==> src/rtl/display_scan.sv <==
// Time-multiplexed 8-digit seven-segment scanner with a guard-blanked slot start
// and whole-display blinking while the calculator reports an error.
module display_scan #(
    parameter int unsigned DIV         = 100000,
    parameter int unsigned GUARD       = 2,
    parameter int unsigned BLINK_SCANS = 125
) (
    input  logic       clock,
    input  logic       reset,
    input  logic [6:0] displays [7:0],
    input  logic [1:0] status,
    output logic [7:0] an,
    output logic [6:0] seg,
    output logic       scan_tick
);

    localparam int unsigned CW = (DIV > 1) ? $clog2(DIV) : 1;
    localparam int unsigned BW = (BLINK_SCANS > 1) ? $clog2(BLINK_SCANS) : 1;
    localparam logic [CW-1:0] CNT_LAST   = CW'(DIV - 1);
    localparam logic [CW-1:0] GUARD_C    = CW'(GUARD);
    localparam logic [BW-1:0] BLINK_LAST = BW'(BLINK_SCANS - 1);

    logic [CW-1:0] cnt_q, cnt_d;
    logic [2:0]    idx_q, idx_d;
    logic [6:0]    pat_q, pat_d;
    logic [BW-1:0] blink_cnt_q, blink_cnt_d;
    logic          blink_ph_q, blink_ph_d;
    logic [1:0]    status_q;
    logic          slot_end;
    logic          blank;
    logic          unused_status;

    assign unused_status = status_q[0];

    // State register; reset takes priority over any slot or blink update.
    always_ff @(posedge clock) begin
        if (reset) begin
            cnt_q       <= '0;
            idx_q       <= '0;
            pat_q       <= '0;
            blink_cnt_q <= '0;
            blink_ph_q  <= 1'b0;
            status_q    <= '0;
        end else begin
            cnt_q       <= cnt_d;
            idx_q       <= idx_d;
            pat_q       <= pat_d;
            blink_cnt_q <= blink_cnt_d;
            blink_ph_q  <= blink_ph_d;
            status_q    <= status;
        end
    end

    // Next-state: slot advance latches the upcoming digit's pattern; blink counts full scans.
    always_comb begin
        cnt_d       = cnt_q + CW'(1);
        idx_d       = idx_q;
        pat_d       = pat_q;
        blink_cnt_d = blink_cnt_q;
        blink_ph_d  = blink_ph_q;
        slot_end    = (cnt_q == CNT_LAST);

        if (slot_end) begin
            cnt_d = '0;
            idx_d = idx_q + 3'd1;
            pat_d = displays[idx_d];
        end

        if (status_q[1]) begin
            if (slot_end && (idx_q == 3'd7)) begin
                if (blink_cnt_q == BLINK_LAST) begin
                    blink_cnt_d = '0;
                    blink_ph_d  = ~blink_ph_q;
                end else begin
                    blink_cnt_d = blink_cnt_q + BW'(1);
                end
            end
        end else begin
            blink_cnt_d = '0;
            blink_ph_d  = 1'b0;
        end
    end

    // Outputs decode registers only, so there is no input-to-output path.
    assign blank     = (cnt_q < GUARD_C) | (status_q[1] & blink_ph_q);
    assign an        = blank ? 8'hFF : ~(8'b1 << idx_q);
    assign seg       = blank ? 7'h7F : ~pat_q;
    assign scan_tick = (cnt_q == '0);

endmodule

==> config.mk <==
export PLATFORM = sky130hd
export DESIGN_NAME = display_scan
export DESIGN_NICKNAME = d
export VERILOG_FILES = /design/src/rtl/display_scan.sv
export SDC_FILE = /design/constraint.sdc
export NUM_CORES = 1
export LEC_CHECK = 0
export ABC_AREA = 1
export CAP_MARGIN = 30
export CORE_MARGIN = 2
export CORE_UTILIZATION = 25
export DETAILED_ROUTE_END_ITERATION = 8
export SKIP_CTS_REPAIR_TIMING = 1
export SLEW_MARGIN = 20
export SYNTH_ARGS = -nofsm -noshare
export SYNTH_HDL_FRONTEND = slang
export SYNTH_SLANG_ARGS = --single-unit
export TNS_END_PERCENT = 30
==> constraint.sdc <==
create_clock -name clock -period 2.15 [get_ports clock]
set_input_delay 0.645 -clock clock [delete_from_list [all_inputs] [get_ports clock]]
set_output_delay 0.645 -clock clock [all_outputs]
set_load 0.01 [all_outputs]
; ---- Word-level counts from Yosys, hierarchy flattened
; Cells that the tools add are included.
[op_classes]
n_addsub = 3
n_lt_le_gt_ge = 2
eq_ne = 3
shift = 1
mux = 5
bitwise_logic = 6
n_reduce_logical = 5
[ops]
columns = cell, n
row1 = $bmux 7 s3, 1
row2 = $mux 7, 3
row3 = $add 17x1->17 const B, 1
row4 = $eq 17x17->1 const B, 1
row5 = $logic_not 17->1, 1
row6 = $lt 17x2->1 const B, 1
row7 = $mux 8, 1
row8 = $not 8->8, 1
row9 = $shl 1x3->8 const A, 1
row10 = $add 7x1->7 const B, 1
row11 = $eq 7x7->1 const B, 1
row12 = $not 7->7, 1
row13 = $lt 3x4->1 const B, 1
row14 = $reduce_or 2->1, 2
row15 = $add 3x1->3 const B, 1
row16 = $eq 3x3->1 const B, 1
row17 = $not 1->1, 2
row18 = $reduce_and 2->1, 1
row19 = $and 1x1->1, 1
row20 = $logic_and 1x1->1, 1
row21 = $or 1x1->1, 1
[totals]
reg_bits = 37
inputBits = 60

; ---- Longest topological paths before layout
[depth]
ltp_word = 3
ltp_mapped = 9

; ---- Worst setup path after synthesis
; No wires, ideal clock.
[synth_path]
path_type = reg2out
from = reg cnt_q[4]
to = out an[3]
arrival_time_ns = 1.238
required_time_ns = 1.505
path_slack_ns = 0.267
stages_incl_launch_ff = 8
path_buffers = 2
cell_sequence = dfxtp_1 -> buf_6 -> clkinv_2 -> nand3_1 -> nor4_1 -> nand3_1 -> buf_6 -> nand3_1
[synth_between]
elab_chain_len = 3
[synth_lines]
columns = element, line_no
row1 = "start, declared", 23  ; logic [CW-1:0] cnt_q, cnt_d;
row2 = "start signal, assigned", 45  ; cnt_q <= cnt_d;
row3 = $lt 17x2->1, 85  ; assign blank = (cnt_q < GUARD_C) | (status_q[1] & blink_ph_q);
row4 = $or 1x1->1, 85
row5 = $mux 8, 86  ; assign an = blank ? 8'hFF : ~(8'b1 << idx_q);
row6 = "end, declared", 12  ; output logic [7:0] an,
; No other way between the ends.

; ---- Worst setup path in the final report
[layout_path]
from = reg cnt_q[9]
to = out an[3]
; The elaborated chain is that of the path after synthesis.

==> flow_metrics.py <==
metrics = {
    "outcome": {
        "run_status": "finished, violations left",
        "failing_checks": "setup timing",
    },
    "timing": {
        "grt_setup_unrepaired": "true",
        "fmaxAchievable_ghz": 0.440,
        "final-setup-viol-count": 15,
        "fin_worst_skew_ns": 0.00493,
        "finalHoldWorstSlack_ns": 0.469,
        "slew_violations": 0,
        "fin_ws_ns": -0.125,
        "slew_headroom_pct": 68.1,
        "hold_viol": 0,
        "worst_pin_slew_ns": 0.474,
        "finalWorstPathRequiredPeriod_ns": 2.27,
        "final_min_period_over_clock_period_pct": 106,
    },
    "clocking": {
        "cts-root-to-sink-buffers": 2,
        "clock_latency_ns": 0.29,
        "clock_pin_slew_reported_for_the_worst_setup_and_hold_paths_after_clock_tree_synthesis_ns": 0.08,
        "h-tree-depth": 2,
        "clockRootBuffer": "sky130_fd_sc_hd__clkbuf_8",
        "cts.sink_count": 36,
        "tritoncts_clock_tree": "yes",
        "number_of_buffers_added_by_the_clock_tree_synthesis_step": 5,
    },
    "floorplan": {
        "io_pins": 76,
        "die_height_um": 106,
        "floorplan.rows": 37,
        "fp.dieArea_um2": 11100,
        "core_region_area_um2": 10200,
        "floorplan.initialDensity_pct": 25.3,
        "die_x_um": 106,
    },
    "pwr": {
        "comb_power_share_pct": 14.8,
        "worst_ir_drop_on_vdd_uv": 236,
        "p_seq_share_pct": 47.2,
        "powerDensity_nw_per_um2": 373,
        "static-leakage-power_nw": 1.48,
        "power_report.internal_total_mw": 1.09,
        "power_dissipated_by_switching_net_loads_mw": 0.340,
        "report.power.total_mw": 1.43,
        "clock_power_share_pct": 38.0,
        "switching_part_of_the_total_power_pct": 23.7,
    },
    "logic_synthesis": {
        "ys_dominant_reg_cell": "sky130_fd_sc_hd__dfxtp_1",
        "synthDistinctLibCells": 32,
        "synth-seq-area-share_pct": 27.9,
        "yosys_warnings": 0,
        "cells_after_synthesis": 393,
        "synthArstFlopShare_pct": 0,
        "synth_enable_flop_cells": 0,
        "syn_area_per_cell_um2": 6.56,
        "synth_nets": 463,
        "synth_seq_cells": 36,
        "synthesized_area_um2": 2580,
    },
    "critical_path": {
        "critical_path_required_ns": 1.50,
        "worstPathArrival_ns": 1.63,
        "worst_setup_path_start_kind": "flip-flop",
        "endpoint_kind": "output port",
        "critical_path_class": "reg -> out",
        "critical_path.max_fanout": 7,
    },
    "layout": {
        "final_common_cell": "sky130_fd_sc_hd__nand2_1",
        "commonest_non_fill_non_tap_cells_in_the_layout": "sky130_fd_sc_hd__nand2_1 (70), sky130_fd_sc_hd__nor2_1 (69), sky130_fd_sc_hd__clkdlybuf4s50_1 (58)",
        "fillerInstances": 1120,
        "final_layout_size_suffix_gt1_share_pct": 18.1,
        "nets_finish": 557,
        "seqCellArea_um2": 723,
        "area_of_combinational_cells_with_multiple_inputs_um2": 1700,
        "antenna_cells_inserted": 0,
        "syn2layout_area_growth_pct": 48.9,
    },
    "detailed_routing": {
        "route.vias.total": 2925,
        "detailedRoute.firstIterationViolations": 87,
        "vias_per_cell": 4.70,
        "drt_pre_antenna_iters": 4,
        "detail_route.drc_violations": 0,
        "route.detailed.wl_per_inst_um": 12.1,
        "detail-route-antenna-nets": 0,
        "routed_wirelength_um": 7560,
    },
    "global_route": {
        "grt_pass1_vias": 2805,
        "grt_start_max_net_pins": 31,
        "number_of_antenna_violations_at_the_first_check_in_global_routing": 0,
        "grt_first_pass_wirelength_um": 12200,
        "gr-usage-all-layers_pct": 13.2,
        "overflow": 0,
    },
    "flow_run": {
        "cap_viol_max_count": 0,
    },
    "min_path": {
        "min_path_type": "reg -> reg",
    },
    "place": {
        "buffers_added_on_ports": 74,
        "hpwl_um": 5730,
        "place_congestion": 0.853,
    },
}
==> registers in the layout (all words and copies together), names as in the netlist <==
signal and count:
blink_cnt_q 7, status_q 1, blink_ph_q 1, idx_q 3, pat_q 7, cnt_q 17
==> logic make-up (layout without fill, tap and decap cells) <==
family | Yosys count | after routing | share of synthesized area (%)
buffers and inverters | 57 | 151 | 10.1
DFF | 36 | 36 | 27.9
adders and majority gates | 10 | 10 | 4.85
AOI/OAI and AO/OA | 71 | 71 | 17.6
xor gates and xnor gates | 7 | 7 | 2.38
and+or+nand+nor | 212 | 212 | 37.1
==> power by group through the flow <==
stage	clock network [mW]	registers [mW]	logic [mW]
5_1_grt	0.573	0.678	0.230
6_report	0.544	0.677	0.213
4_1_cts	0.557	0.676	0.191
2_1_floorplan	0	0.691	0.0596
3_5_place_dp	0	0.692	0.190
3_3_place_gp	0	0.692	0.188
==> metal layers <==
metal / up-vias / track usage, % / part of all wire [%]
met4: 0 / 5.17 / 2.7
met1: 1328 / 14.2 / 40
met5: - / 0 / 0
met2: 98 / 24.0 / 49
met3: 16 / 4.08 / 8.6
li1: 1483 / - / -
==> cell usage after synthesis, drive strengths merged, types with 2 or more instances <==
library cell   n  share of area (%)
ha            10                4.8
xor2           5                1.7
o21bai        14                4.1
nand2         72                 11
o21a           7                2.0
clkbuf         7                1.0
xnor2          2               0.68
nor3b          2               0.58
nand4          5                1.2
nor2          75                 12
o21ai         22                4.3
o221ai         7                2.4
buf           10                3.2
inv           39                5.7
nor4           2               0.48
a21oi         13                2.5
nand3         44                9.5
nor3          10                2.6
dfxtp         36                 28
o211ai         7                2.0
==> worst max-delay path, cell delays in order, from the launching register on <==
cell and delay, ns:
sky130_fd_sc_hd__dfxtp_2 0.33, sky130_fd_sc_hd__nor2_2 0.11, sky130_fd_sc_hd__nand3_2 0.10, sky130_fd_sc_hd__nor4_4 0.25, sky130_fd_sc_hd__nand3_2 0.17, sky130_fd_sc_hd__buf_6 0.20, sky130_fd_sc_hd__nand3_2 0.07, sky130_fd_sc_hd__buf_6 0.11
==> through the flow <==
step | instances | worst slack, ns | instance area, um2 | utilization [%] | setup TNS [ns]
3_5_place_dp | 615 | -0.241 | 3610 | 35.5 | -3.37
6_report | 623 | -0.125 | 3840 | 37.7 | -1.76
5_1_grt | 623 | -0.210 | 3840 | 37.7 | -3.03
3_3_place_gp | 615 | -0.256 | 3610 | 35.5 | -3.56
2_1_floorplan | 393 | 0.267 | 2580 | - | 0
4_1_cts | 622 | -0.586 | 3710 | 36.4 | -8.81
==> final timing paths <==
kind	start	to	slack, ns	cells after the start
worst max-delay path	cnt_q[9]	an[3]	-0.12	7
worst min-delay path	pat_q[5]	pat_q[5]	0.47	2
worst max register to register	cnt_q[0]	pat_q[0]	0.45	7
worst min register to register	pat_q[5]	pat_q[5]	0.47	2
==> cell type report <==
class	instances	share of cell area, %
clock buffers	7	2.51
inverters	40	3.94
multi-input cells	300	44.2
flip-flops and latches	36	18.8
well taps	136	4.43
repair buffers	104	26.1
No activity file was read; power rests on OpenSTA's default activity.
